<file path="config.mk">
export PLATFORM = sky130hd
export DESIGN_NAME = ps2_command_tx
export DESIGN_NICKNAME = d
export VERILOG_FILES = /design/src/rtl/ps2_defs.sv /design/src/rtl/ps2_line_sync.sv /design/src/rtl/ps2_command_tx.sv
export SDC_FILE = /design/constraint.sdc
export NUM_CORES = 1
export LEC_CHECK = 0
export ABC_AREA = 1
export CAP_MARGIN = 20
export CORE_MARGIN = 4
export CORE_UTILIZATION = 60
export CTS_CLUSTER_DIAMETER = 50
export DETAILED_ROUTE_END_ITERATION = 10
export PLACE_DENSITY_LB_ADDON = 0.1
export SYNTH_ARGS = -nofsm -noshare
export SYNTH_HDL_FRONTEND = slang
export SYNTH_SLANG_ARGS = --single-unit
</file>
<file path="constraint.sdc">
create_clock -name CLOCK_50 -period 1.95 [get_ports CLOCK_50]
set_input_delay 0.39 -clock CLOCK_50 [delete_from_list [all_inputs] [get_ports CLOCK_50]]
set_output_delay 0.39 -clock CLOCK_50 [all_outputs]
set_load 0.02 [all_outputs]
</file>
<file path="src/rtl/ps2_defs.sv">
// Shared PS/2 definitions: transmitter state encoding, default timing and command codes.
// Also intended for the keyboard receive path.
package ps2_defs;

    typedef enum logic [2:0] {
        ST_IDLE      = 3'd0,
        ST_INHIBIT   = 3'd1,
        ST_START     = 3'd2,
        ST_DATA      = 3'd3,
        ST_PARITY    = 3'd4,
        ST_ACK       = 3'd5,
        ST_WAIT_IDLE = 3'd6
    } ps2_tx_state_t;

    localparam int DEF_INHIBIT_CYCLES = 6000;     // 120 us at 50 MHz
    localparam int DEF_TIMEOUT_CYCLES = 750000;   // 15 ms at 50 MHz
    localparam int DEF_SYNC_STAGES    = 2;

    localparam logic [7:0] PS2_CMD_SET_LEDS = 8'hED;

    function automatic logic odd_parity(input logic [7:0] d);
        return ~^d;
    endfunction

endpackage

</file>
<file path="src/rtl/ps2_line_sync.sv">
// N-stage synchronizer for the PS/2 clock and data pins plus a registered
// falling-edge strobe on the synchronized clock.
module ps2_line_sync #(
    parameter int STAGES = 2
) (
    input  logic i_clk,
    input  logic i_rst_n,
    input  logic i_ps2_clk,
    input  logic i_ps2_dat,
    output logic o_clk_s,
    output logic o_dat_s,
    output logic o_fall
);

    logic [STAGES-1:0] r_clk_sh;
    logic [STAGES-1:0] r_dat_sh;
    logic              r_clk_d;
    logic              r_fall;

    // Idle bus level is high, so reset to 1 to avoid a spurious fall on exit.
    always_ff @(posedge i_clk) begin
        if (!i_rst_n) begin
            r_clk_sh <= '1;
            r_dat_sh <= '1;
            r_clk_d  <= 1'b1;
            r_fall   <= 1'b0;
        end else begin
            r_clk_sh[0] <= i_ps2_clk;
            r_dat_sh[0] <= i_ps2_dat;
            for (int i = 1; i < STAGES; i++) begin
                r_clk_sh[i] <= r_clk_sh[i-1];
                r_dat_sh[i] <= r_dat_sh[i-1];
            end
            r_clk_d <= r_clk_sh[STAGES-1];
            r_fall  <= r_clk_d & ~r_clk_sh[STAGES-1];
        end
    end

    assign o_clk_s = r_clk_sh[STAGES-1];
    assign o_dat_s = r_dat_sh[STAGES-1];
    assign o_fall  = r_fall;

endmodule

</file>
<file path="src/rtl/ps2_command_tx.sv">
// PS/2 host-to-device transmitter: inhibit, request-to-send, shift out one byte
// on device clock falls, check the device ACK, then wait for the bus to go idle.
import ps2_defs::*;

module ps2_command_tx #(
    parameter int INHIBIT_CYCLES = DEF_INHIBIT_CYCLES,
    parameter int TIMEOUT_CYCLES = DEF_TIMEOUT_CYCLES,
    parameter int SYNC_STAGES    = DEF_SYNC_STAGES
) (
    input  logic       CLOCK_50,
    input  logic       reset,
    input  logic [7:0] cmd_data,
    input  logic       cmd_valid,
    output logic       cmd_ready,
    output logic       busy,
    output logic       done,
    output logic       error,
    input  logic       ps2_clk_in,
    input  logic       ps2_dat_in,
    output logic       ps2_clk_oe,
    output logic       ps2_dat_oe
);

    localparam logic [31:0] LP_TIMEOUT  = 32'(TIMEOUT_CYCLES);
    localparam logic [31:0] LP_INH_LAST = 32'(INHIBIT_CYCLES - 1);

    ps2_tx_state_t r_state;
    logic [31:0]   r_cnt;
    logic [3:0]    r_bit_idx;
    logic [7:0]    r_data;
    logic          r_parity;
    logic          r_clk_oe;
    logic          r_dat_oe;
    logic          r_done;
    logic          r_error;

    logic w_clk_s;
    logic w_dat_s;
    logic w_fall;

    ps2_line_sync #(.STAGES(SYNC_STAGES)) u_sync (
        .i_clk     (CLOCK_50),
        .i_rst_n   (reset),
        .i_ps2_clk (ps2_clk_in),
        .i_ps2_dat (ps2_dat_in),
        .o_clk_s   (w_clk_s),
        .o_dat_s   (w_dat_s),
        .o_fall    (w_fall)
    );

    always_ff @(posedge CLOCK_50) begin
        if (!reset) begin
            r_state   <= ST_IDLE;
            r_cnt     <= '0;
            r_bit_idx <= '0;
            r_data    <= '0;
            r_parity  <= 1'b0;
            r_clk_oe  <= 1'b0;
            r_dat_oe  <= 1'b0;
            r_done    <= 1'b0;
            r_error   <= 1'b0;
        end else begin
            r_done  <= 1'b0;
            r_error <= 1'b0;
            case (r_state)
                ST_IDLE: begin
                    r_clk_oe <= 1'b0;
                    r_dat_oe <= 1'b0;
                    if (cmd_valid) begin
                        r_data   <= cmd_data;
                        r_parity <= odd_parity(cmd_data);
                        r_cnt    <= '0;
                        r_clk_oe <= 1'b1;
                        r_state  <= ST_INHIBIT;
                    end
                end
                ST_INHIBIT: begin
                    r_cnt <= r_cnt + 32'd1;
                    if (r_cnt == LP_INH_LAST - 32'd1)
                        r_dat_oe <= 1'b1;
                    if (r_cnt == LP_INH_LAST) begin
                        r_clk_oe <= 1'b0;
                        r_dat_oe <= 1'b1;
                        r_cnt    <= LP_TIMEOUT;
                        r_state  <= ST_START;
                    end
                end
                default: begin
                    r_cnt <= r_cnt - 32'd1;
                    if (r_state == ST_WAIT_IDLE && w_clk_s && w_dat_s) begin
                        r_done  <= 1'b1;
                        r_state <= ST_IDLE;
                    end else if (w_fall) begin
                        r_cnt <= LP_TIMEOUT;
                        case (r_state)
                            ST_START: begin
                                r_dat_oe  <= ~r_data[0];
                                r_bit_idx <= 4'd1;
                                r_state   <= ST_DATA;
                            end
                            ST_DATA: begin
                                if (r_bit_idx == 4'd8) begin
                                    r_dat_oe <= ~r_parity;
                                    r_state  <= ST_PARITY;
                                end else begin
                                    r_dat_oe  <= ~r_data[r_bit_idx[2:0]];
                                    r_bit_idx <= r_bit_idx + 4'd1;
                                end
                            end
                            ST_PARITY: begin
                                r_dat_oe <= 1'b0;
                                r_state  <= ST_ACK;
                            end
                            ST_ACK: begin
                                if (w_dat_s) begin
                                    r_error <= 1'b1;
                                    r_state <= ST_IDLE;
                                end else begin
                                    r_state <= ST_WAIT_IDLE;
                                end
                            end
                            default: ;
                        endcase
                    end else if (r_cnt <= 32'd1) begin
                        // Counter hits zero this cycle: abandon the frame and free the bus.
                        r_error  <= 1'b1;
                        r_clk_oe <= 1'b0;
                        r_dat_oe <= 1'b0;
                        r_state  <= ST_IDLE;
                    end
                end
            endcase
        end
    end

    assign cmd_ready  = (r_state == ST_IDLE);
    assign busy       = (r_state != ST_IDLE);
    assign done       = r_done;
    assign error      = r_error;
    assign ps2_clk_oe = r_clk_oe;
    assign ps2_dat_oe = r_dat_oe;

endmodule
</file>
==> flow_summary.json <==
{
  "area_delta_synth_final_pct": 19.7,
  "globalRouteTotalUtil_pct": 34.0,
  "final.setup.worst_slack_ps": 72.4,
  "max_freq_ghz": 0.533,
  "final_cell_mix": "nand2_1, nor2_1, inv_1, nand3_1, buf_4",
  "initial_core_util_pct": 62.7,
  "maxSlewViolCount": 0,
  "cts_tree": "built",
  "drive_above_1_share_pct": 16.5,
  "ys_seq_area_share_pct": 25.0,
  "hp-class": "reg2reg",
  "dp_hpwl_mm": 11.6,
  "ys_types": 43,
  "syn_avg_cell_area_um2": 5.89,
  "totalPowerFinal_mw": 9.42,
  "grt_pass1_wl_mm": 24.2,
  "mostFrequentLayoutCell": "nand2_1",
  "clock-root-buffer": "clkbuf_8",
  "num_antenna_cells": 0,
  "grt_remaining_overflow": 0,
  "end_kind": "register",
  "min_period_over_period_pct": 96.3,
  "ys_ff_latch": 58,
  "cts.clk_slew.worst_paths_ps": 70,
  "rsz0062_at_grt": "no",
  "clkLatencyLatePin_ps": 350,
  "synthCells": 789,
  "synth.net_count": 808,
  "core_mm2": 0.00741,
  "crit_required_ps": 2190,
  "setup_violations": 0,
  "finalHoldViolations": 0,
  "synthTopCellsByArea": "dfxtp_1, nand2_1, nand3_1",
  "drv_cap": 0,
  "wl_per_cell_um": 15.8,
  "tightest_slew_ps": 470,
  "nets": 876,
  "netlist.area_leader.share_pct": 25.0,
  "die-area_mm2": 0.00922,
  "avgViaCountPerCell": 5.78,
  "ios": 19,
  "period_needed_ps": 1880,
  "antenna_found_initial": 0,
  "synth_area_mm2": 0.00465,
  "p_leak_nw": 2.59,
  "p_per_area_mw_per_mm2": 1690,
  "arrival_ps": 2120,
  "fin_util_pct": 75.1,
  "ant_nets": 0,
  "post_cts_buffers": 0,
  "fp-row-count": 31,
  "synth_warnings": 0,
  "dpl_worst_slack_ps": 5.95,
  "drcViolationCount": 0,
  "io_buffers": 18,
  "vdd_drop_max_mv": 1.17,
  "status": "finished clean",
  "grt_start_max_net_pins": 25,
  "drt_iter0_drc": 560,
  "die_w_um": 96.0,
  "critical_path_class": "reg2reg",
  "startpoint_type": "register",
  "relSlewSlack_pct": 68.6,
  "fin_setup_tns_ps": 0,
  "gp_congestion": 1.01,
  "cts_buffer_depth": 2,
  "numCtsBuffers": 9,
  "cts.sink_count": 58,
  "firstDrtPassIters": 6,
  "grt_pass1_vias": 5131,
  "htreeDepth": 3,
  "skew_ps": 13.9,
  "critPathMaxFanout": 5,
  "num_vias": 5553,
  "synth.largest_area_cell": "dfxtp_1",
  "die_h_um": 96.0,
  "totalWireLength_mm": 15.2
}
==> cells in the mapped netlist, drive strengths merged <==
cell type and count:
nor2 125, clkbuf 7, and3 1, a211oi 3
o21a 2, inv 102, a21oi 37, nand3b 3
nand2 211, o21bai 1, a31oi 5, o22ai 3
or2 7, ha 6, clkinv 2, nand4 15
o2111ai 1, o221ai 1, xnor2 6, o21ai 43
dfxtp 58, nor3b 1, o31ai 1, o211ai 8
nor3 17, buf 17, xor2 15, nand3 91
==> metrics by stage <==
stage               cell area [um^2]  std cells  hold slack [ps]
detailed placement              5310        945              406
global route                    5560        960              424
floorplan                       4650        789              392
finish                          5560        960              418
CTS                             5510        960              418
global placement                5310        945              395
==> path summary, 6_finish.rpt <==
kind,start,to,slack [ps],depth (start not counted)
max,r_cnt[1],r_cnt[22],70,9
min,u_sync.r_clk_d,u_sync.o_fall,420,2
max reg2reg,r_cnt[1],r_cnt[22],70,9
min reg2reg,u_sync.r_clk_d,u_sync.o_fall,420,2
==> flip-flops by register name, summed over array words and instances, names as in the netlist <==
register	flops
done	1
u_sync.r_clk_d	1
u_sync.o_fall	1
ps2_dat_oe	1
r_cnt	32
u_sync.r_dat_sh	2
error	1
u_sync.r_clk_sh	2
r_bit_idx	4
r_state	3
ps2_clk_oe	1
r_parity	1
r_data	8
==> per-layer routing <==
layer / routed length (um) / GRT usage, % / vias up
li1: - / - / 2677
met1: 6240 / 43.8 / 2496
met2: 6970 / 53.9 / 326
met3: 1550 / 7.66 / 54
met4: 446 / 15.4 / 0
met5: 0 / 0 / -
==> power by group <==
| group | internal (mW) | total, mW | switching (mW) |
|---|---|---|---|
| clock network | 0.705 | 1.23 | 0.526 |
| logic | 2.25 | 6.31 | 4.06 |
| registers | 1.52 | 1.87 | 0.352 |
| total | 4.48 | 9.42 | 4.94 |
==> cell families after synthesis <==
logic type               share of synthesized area (%)
AO/OA/AOI/OAI                                     12.7
XOR/XNOR                                          3.96
adder cells (fa/ha/maj)                           1.62
buffers and inverters                             11.3
flip-flops                                        25.0
AND/OR/NAND/NOR                                   45.5
==> final cells by class <==
class	count	area (um^2)
Multi-Input combinational cell	603	3010
Fill cell	624	1850
Sequential cell	58	1160
Timing Repair Buffer	81	663
Inverter	104	390
Clock buffer	9	124
Tap cell	99	124
Clock inverter	6	82.6
==> worst max-delay path, stage by stage, from the launching register on <==
cell	delay, ps
dfxtp_1	410
ha_1	240
nand3_2	150
inv_2	140
nand3_1	230
nor2_2	230
nand2_1	110
nand2_1	80
a21oi_1	60
o21a_1	110
==> timing repair <==
| action | CTS | global route |
|---|---|---|
| endpoints found under the setup margin | 4 | 25 |
| resized for setup | 4 | 18 |
| hold buffers | 0 | 0 |
Note: power is estimated with default switching activity, not from simulation.
